--- src/rtl/b01_pkg.sv ---
// Shared definitions for consumers of the b01 serial comparator/adder stage.
// Collector state encoding and the default assembled-word width.
package b01_pkg;

  localparam int B01_DESER_WIDTH_DEF = 8;

  typedef enum logic {
    IDLE    = 1'b0,
    COLLECT = 1'b1
  } b01_coll_state_e;

endpackage

--- src/rtl/b01_word_reg.sv ---
// Single-entry valid/ready output register with overrun detection.
// A load that arrives while full and not draining is dropped and flagged.
module b01_word_reg #(
  parameter int DATA_W = 8
) (
  input  logic              clock,
  input  logic              reset,
  input  logic              i_load,
  input  logic [DATA_W-1:0] i_load_data,
  input  logic              i_clr_overrun,
  input  logic              i_ready,
  output logic [DATA_W-1:0] o_data,
  output logic              o_valid,
  output logic              o_overrun,
  output logic              o_loaded
);

  logic [DATA_W-1:0] r_data;
  logic              r_valid;
  logic              r_overrun;
  logic              w_drain;
  logic              w_accept;
  logic              w_drop;

  // A same-cycle drain frees the slot, so back-to-back words never stall.
  assign w_drain  = r_valid & i_ready;
  assign w_accept = i_load & (~r_valid | w_drain);
  assign w_drop   = i_load & r_valid & ~i_ready;

  always_ff @(posedge clock or negedge reset) begin
    if (!reset) begin
      r_data  <= '0;
      r_valid <= 1'b0;
    end else if (w_accept) begin
      r_data  <= i_load_data;
      r_valid <= 1'b1;
    end else if (w_drain) begin
      r_valid <= 1'b0;
    end
  end

  always_ff @(posedge clock or negedge reset) begin
    if (!reset) begin
      r_overrun <= 1'b0;
    end else if (i_clr_overrun) begin
      r_overrun <= 1'b0;
    end else if (w_drop) begin
      r_overrun <= 1'b1;
    end
  end

  assign o_data    = r_data;
  assign o_valid   = r_valid;
  assign o_overrun = r_overrun;
  assign o_loaded  = w_accept;

endmodule

--- src/rtl/b01_result_deser.sv ---
// Assembles b01 serial outp bits LSB-first into WIDTH-bit words on a valid/ready port.
// Optional word parity output enabled by defining B01_DESER_PARITY_EN.
//
// state   | meaning
// IDLE    | no partial word held; next accepted bit lands in position 0
// COLLECT | partial word in progress; r_pos is the next bit position
module b01_result_deser
  import b01_pkg::*;
#(
  parameter int WIDTH = B01_DESER_WIDTH_DEF,
  parameter int CNT_W = 4
) (
  input  logic             clock,
  input  logic             reset,
  input  logic             bit_en,
  input  logic             outp_in,
  input  logic             overflw_in,
  input  logic             sync,
  output logic [WIDTH-1:0] word_data,
  output logic             word_ovf,
`ifdef B01_DESER_PARITY_EN
  output logic             word_par,
`endif
  output logic             word_valid,
  input  logic             word_ready,
  output logic             overrun,
  output logic [CNT_W-1:0] ovf_count
);

  localparam int POS_W = (WIDTH > 1) ? $clog2(WIDTH) : 1;
  localparam logic [POS_W-1:0] LAST_POS = POS_W'(WIDTH - 1);
  localparam logic [CNT_W-1:0] CNT_MAX  = '1;
`ifdef B01_DESER_PARITY_EN
  localparam int PAY_W = WIDTH + 2;
`else
  localparam int PAY_W = WIDTH + 1;
`endif

  b01_coll_state_e   r_state;
  b01_coll_state_e   w_state_nxt;
  logic [POS_W-1:0]  r_pos;
  logic [WIDTH-1:0]  r_word;
  logic [WIDTH-1:0]  w_word_nxt;
  logic              r_ovf;
  logic              w_ovf_nxt;
  logic              w_take;
  logic              w_complete;
  logic [PAY_W-1:0]  w_payload;
  logic [PAY_W-1:0]  w_out_payload;
  logic              w_loaded;
  logic [CNT_W-1:0]  r_ovf_count;
`ifdef B01_DESER_PARITY_EN
  logic              r_par;
`endif

  always_ff @(posedge clock or negedge reset) begin
    if (!reset) r_state <= IDLE;
    else        r_state <= w_state_nxt;
  end

  always_comb begin
    w_state_nxt = r_state;
    if (sync) begin
      w_state_nxt = IDLE;
    end else if (bit_en) begin
      case (r_state)
        IDLE:    w_state_nxt = COLLECT;
        COLLECT: if (r_pos == LAST_POS) w_state_nxt = IDLE;
        default: w_state_nxt = IDLE;
      endcase
    end
  end

  // sync outranks bit_en: a bit arriving with sync is discarded.
  always_comb begin
    w_take     = 1'b0;
    w_complete = 1'b0;
    if (!sync && bit_en) begin
      w_take     = 1'b1;
      w_complete = (r_state == COLLECT) && (r_pos == LAST_POS);
    end
  end

  always_comb begin
    w_word_nxt = r_word;
    for (int i = 0; i < WIDTH; i++) begin
      if (r_pos == POS_W'(i)) w_word_nxt[i] = outp_in;
    end
    w_ovf_nxt = r_ovf | overflw_in;
  end

  always_ff @(posedge clock or negedge reset) begin
    if (!reset) begin
      r_pos  <= '0;
      r_word <= '0;
      r_ovf  <= 1'b0;
    end else if (sync || w_complete) begin
      r_pos  <= '0;
      r_word <= '0;
      r_ovf  <= 1'b0;
    end else if (w_take) begin
      r_pos  <= r_pos + POS_W'(1);
      r_word <= w_word_nxt;
      r_ovf  <= w_ovf_nxt;
    end
  end

`ifdef B01_DESER_PARITY_EN
  // Running parity keeps the load path to a single XOR with the last bit.
  always_ff @(posedge clock or negedge reset) begin
    if (!reset) begin
      r_par <= 1'b0;
    end else if (sync || w_complete) begin
      r_par <= 1'b0;
    end else if (w_take) begin
      r_par <= r_par ^ outp_in;
    end
  end

  assign w_payload = {r_par ^ outp_in, w_ovf_nxt, w_word_nxt};
  assign word_par  = w_out_payload[WIDTH+1];
`else
  assign w_payload = {w_ovf_nxt, w_word_nxt};
`endif

  b01_word_reg #(
    .DATA_W (PAY_W)
  ) u_word_reg (
    .clock         (clock),
    .reset         (reset),
    .i_load        (w_complete),
    .i_load_data   (w_payload),
    .i_clr_overrun (sync),
    .i_ready       (word_ready),
    .o_data        (w_out_payload),
    .o_valid       (word_valid),
    .o_overrun     (overrun),
    .o_loaded      (w_loaded)
  );

  assign word_data = w_out_payload[WIDTH-1:0];
  assign word_ovf  = w_out_payload[WIDTH];

  always_ff @(posedge clock or negedge reset) begin
    if (!reset) begin
      r_ovf_count <= '0;
    end else if (w_loaded && w_ovf_nxt && (r_ovf_count != CNT_MAX)) begin
      r_ovf_count <= r_ovf_count + CNT_W'(1);
    end
  end

  assign ovf_count = r_ovf_count;

endmodule

--- config.mk ---
export PLATFORM = sky130hd
export DESIGN_NAME = b01_result_deser
export DESIGN_NICKNAME = d
export VERILOG_FILES = /design/src/rtl/b01_pkg.sv /design/src/rtl/b01_word_reg.sv /design/src/rtl/b01_result_deser.sv
export SDC_FILE = /design/constraint.sdc
export NUM_CORES = 1
export LEC_CHECK = 0
export CAP_MARGIN = 15
export CORE_ASPECT_RATIO = 0.8
export CORE_MARGIN = 3
export CORE_UTILIZATION = 52
export DETAILED_ROUTE_END_ITERATION = 16
export PLACE_DENSITY = 0.78
export SKIP_LAST_GASP = 1
export SLEW_MARGIN = 30
export SYNTH_ARGS = -nofsm -noshare
export SYNTH_HDL_FRONTEND = slang
export SYNTH_SLANG_ARGS = --single-unit
export TNS_END_PERCENT = 10
--- constraint.sdc ---
create_clock -name clock -period 2.2 [get_ports clock]
set_clock_uncertainty 0.2 [all_clocks]
set_input_delay 0.55 -clock clock [delete_from_list [all_inputs] [get_ports clock]]
set_output_delay 0.55 -clock clock [all_outputs]
set_load 0.03 [all_outputs]
==> reports/results.ini <==
[run_status]
status=completed

[min_path]
hold_path.class=register to register

[timing]
period_minus_slack_ns=2.18
setup_slack_ns=0.0219
slew_violations=0
fin_crit_sh_pct=99.0
worst_slew_pin_slew_ns=0.464
timing.fmax_ghz=0.459
hold_violations=0
setup_violations=0
slew_headroom_pct=69.0
rsz0062_at_grt=true

[detailed_routing]
routedWlPerCell_um=14.0
dr.pass1.iters=4
num_vias=997
ant_nets=0
drt_iter0_drc=35
drc=0
via_per_inst=5.28
drt_wl_total_um=2650

[synth]
synth_seq_cells=28
synth.distinct_cells=31
syn_nets=141
synth_edf_count=0
syn_inst=127
synth_ff_type=dfrtp_1
ys_seq_area_share_pct=52.0
async_reset_ff_share_pct=100
synth_area_leaders=dfrtp_1 (52%), ha_1 (6.5%), nand2_1 (5.0%)
yosysTopAreaCell=dfrtp_1
avgSynthCellArea_um2=10.6
netlist_area_um2=1350
synth_top_area_share_pct=52.0
yosys_warnings=0

[global_routing]
grt_max_degree=29
grt_pass1_vias=1017
grt_antenna_before_repair=0
grt_overflow=0
grt_pass1_wl_um=4660
grt_usage_pct=18.6

[cells_and_area]
layout-drive-gt1-share_pct=11.6
layout_common_cells=dfrtp_1 (28), clkdlybuf4s50_1 (19), nand2_1 (18), nor2_1 (13), a21oi_1 (12)
antenna_cells=0
num-nets-final=170
final_common_cell=dfrtp_1
fill_cells=176
area.growth.synth_to_final_pct=23.7
design_area_um2=1670

[worst_setup_path]
worstPathRequired_ns=1.45
critical_path_class=register to output port
cpLargestDelayFamily=buffers and inverters
critPathLaunchType=register
path_max_fanout=5
end_kind=output port
slowest_stage=clkdlybuf4s50_1
max_stage_delay_ns=0.69
crit_buf_inv=1
cp_cell_sequence=clkdlybuf4s50_1
worstPathArrival_ns=1.43

[clocking]
root_buffer=clkbuf_4
clock_latency_ns=0.32
clock_path_buffers=2
clock_sinks=28
holdBufCountCts=0
h-tree-depth=1
cts.clk_slew.worst_paths_ns=0.14
cts_buffers=3
cts_tree=done

[place]
port_buffers=21
placed_area_um2=1630
dp_hpwl_um=1950
place_congestion=0.839
pre_cts_slack_ns=-0.00122

[floorplanning]
die_x_um=62.9
row_count=15
die_area_um2=3240
initial_core_util_pct=58.3
core_um2=2310
io_pins=22
die_h_um=51.5

[pwr]
ir_drop_v=0.000448
leakagePower_uw=0.000814
p_per_area_nw_per_um2=515

[flow_run]
maxCapViolations=0

-- kinds of logic (layout without fill, tap and decap cells) --
group,count (synthesis),count (layout),synth area share (%)
AND/OR/NAND/NOR,42,42,16.2
multiplexers,9,9,7.25
XOR/XNOR,1,1,0.651
adder cells (fa/ha/maj),7,7,6.51
buffers and inverters,9,37,3.44
AO/OA/AOI/OAI,31,31,13.9
flip-flops,28,28,52.0
-- cell usage after synthesis, drive strengths merged (3+ instances only) --
library cell / number
a21oi: 12
nor2: 13
o22ai: 3
nand2: 18
mux2: 3
o21ai: 6
ha: 7
buf: 3
inv: 4
a31oi: 3
mux2i: 6
dfrtp: 28
-- power breakdown --
group / switching (µW) / leakage (µW) / internal [µW] / total, µW
Clock: 144 / 0.0000210 / 101 / 245
Sequential: 8.40 / 0.000387 / 523 / 532
Combinational: 46.4 / 0.000405 / 35.2 / 81.6
-- stage by stage --
step                std cells  power (µW)   TNS, ns  hold WS [ns]  utilization (%)
CTS                       189         869   -0.0235         0.306             72.0
finish                    189         858         0         0.305             72.1
detailed placement        185         624  -0.00122         0.275             70.5
floorplan                 127         583         0        0.0544                -
global route              189         907    -0.125         0.356             72.1
global placement          185         620         0         0.259             70.5
-- final cells by class --
cell class                      instances  area (µm²)  share of cell area [%]
Tap cell                               34        42.5                    2.55
Clock buffer                            4        36.3                    2.18
Sequential cell                        28         701                    42.1
Timing Repair Buffer                   29         272                    16.3
Multi-Input combinational cell         90         599                    36.0
Inverter                                4        15.0                   0.902
-- routing by layer --
metal / track usage [%] / routed length (µm) / part of all wire [%]
met4: 4.03 / 32 / 1.2
met2: 32.4 / 1320 / 50
met5: 0 / 0 / 0
met1: 23.6 / 1200 / 45
met3: 4.75 / 99 / 3.7
-- flip-flops by register name (all words and copies together) (netlist names) --
| register | count |
|---|---|
| r_state | 1 |
| r_word | 8 |
| r_pos | 3 |
| u_word_reg.o_data | 9 |
| u_word_reg.o_overrun | 1 |
| r_ovf | 1 |
| ovf_count | 4 |
| u_word_reg.o_valid | 1 |
-- what timing repair did --
action	in CTS	in global routing
gates resized for setup	1	1
buffers inserted	0	0
endpoints found under the setup margin	2	5
-- worst min-delay path, stage by stage, from the launching register on --
cell	delay (ns)
dfrtp_1	0.38
nand2_1	0.05
o21ai_0	0.06
-- path summary, 6_finish.rpt --
check                                              start                                to  slack (ns)  cells past startpoint
max in group asynchronous                          reset  u_word_reg.o_data[6]$_DFFE_PN0P_        1.17                      2
min in group asynchronous                          reset             r_word[1]$_DFFE_PN0P_        0.38                      2
worst max register to register      r_pos[0]$_DFFE_PN0P_  u_word_reg.o_data[7]$_DFFE_PN0P_        0.21                      7
worst max-delay path            ovf_count[3]$_DFFE_PN0P_                      ovf_count[3]        0.02                      1
worst min-delay path               r_word[2]$_DFFE_PN0P_             r_word[2]$_DFFE_PN0P_        0.31                      2
worst min register to register     r_word[2]$_DFFE_PN0P_             r_word[2]$_DFFE_PN0P_        0.31                      2
(Power assumes the default switching activity.)
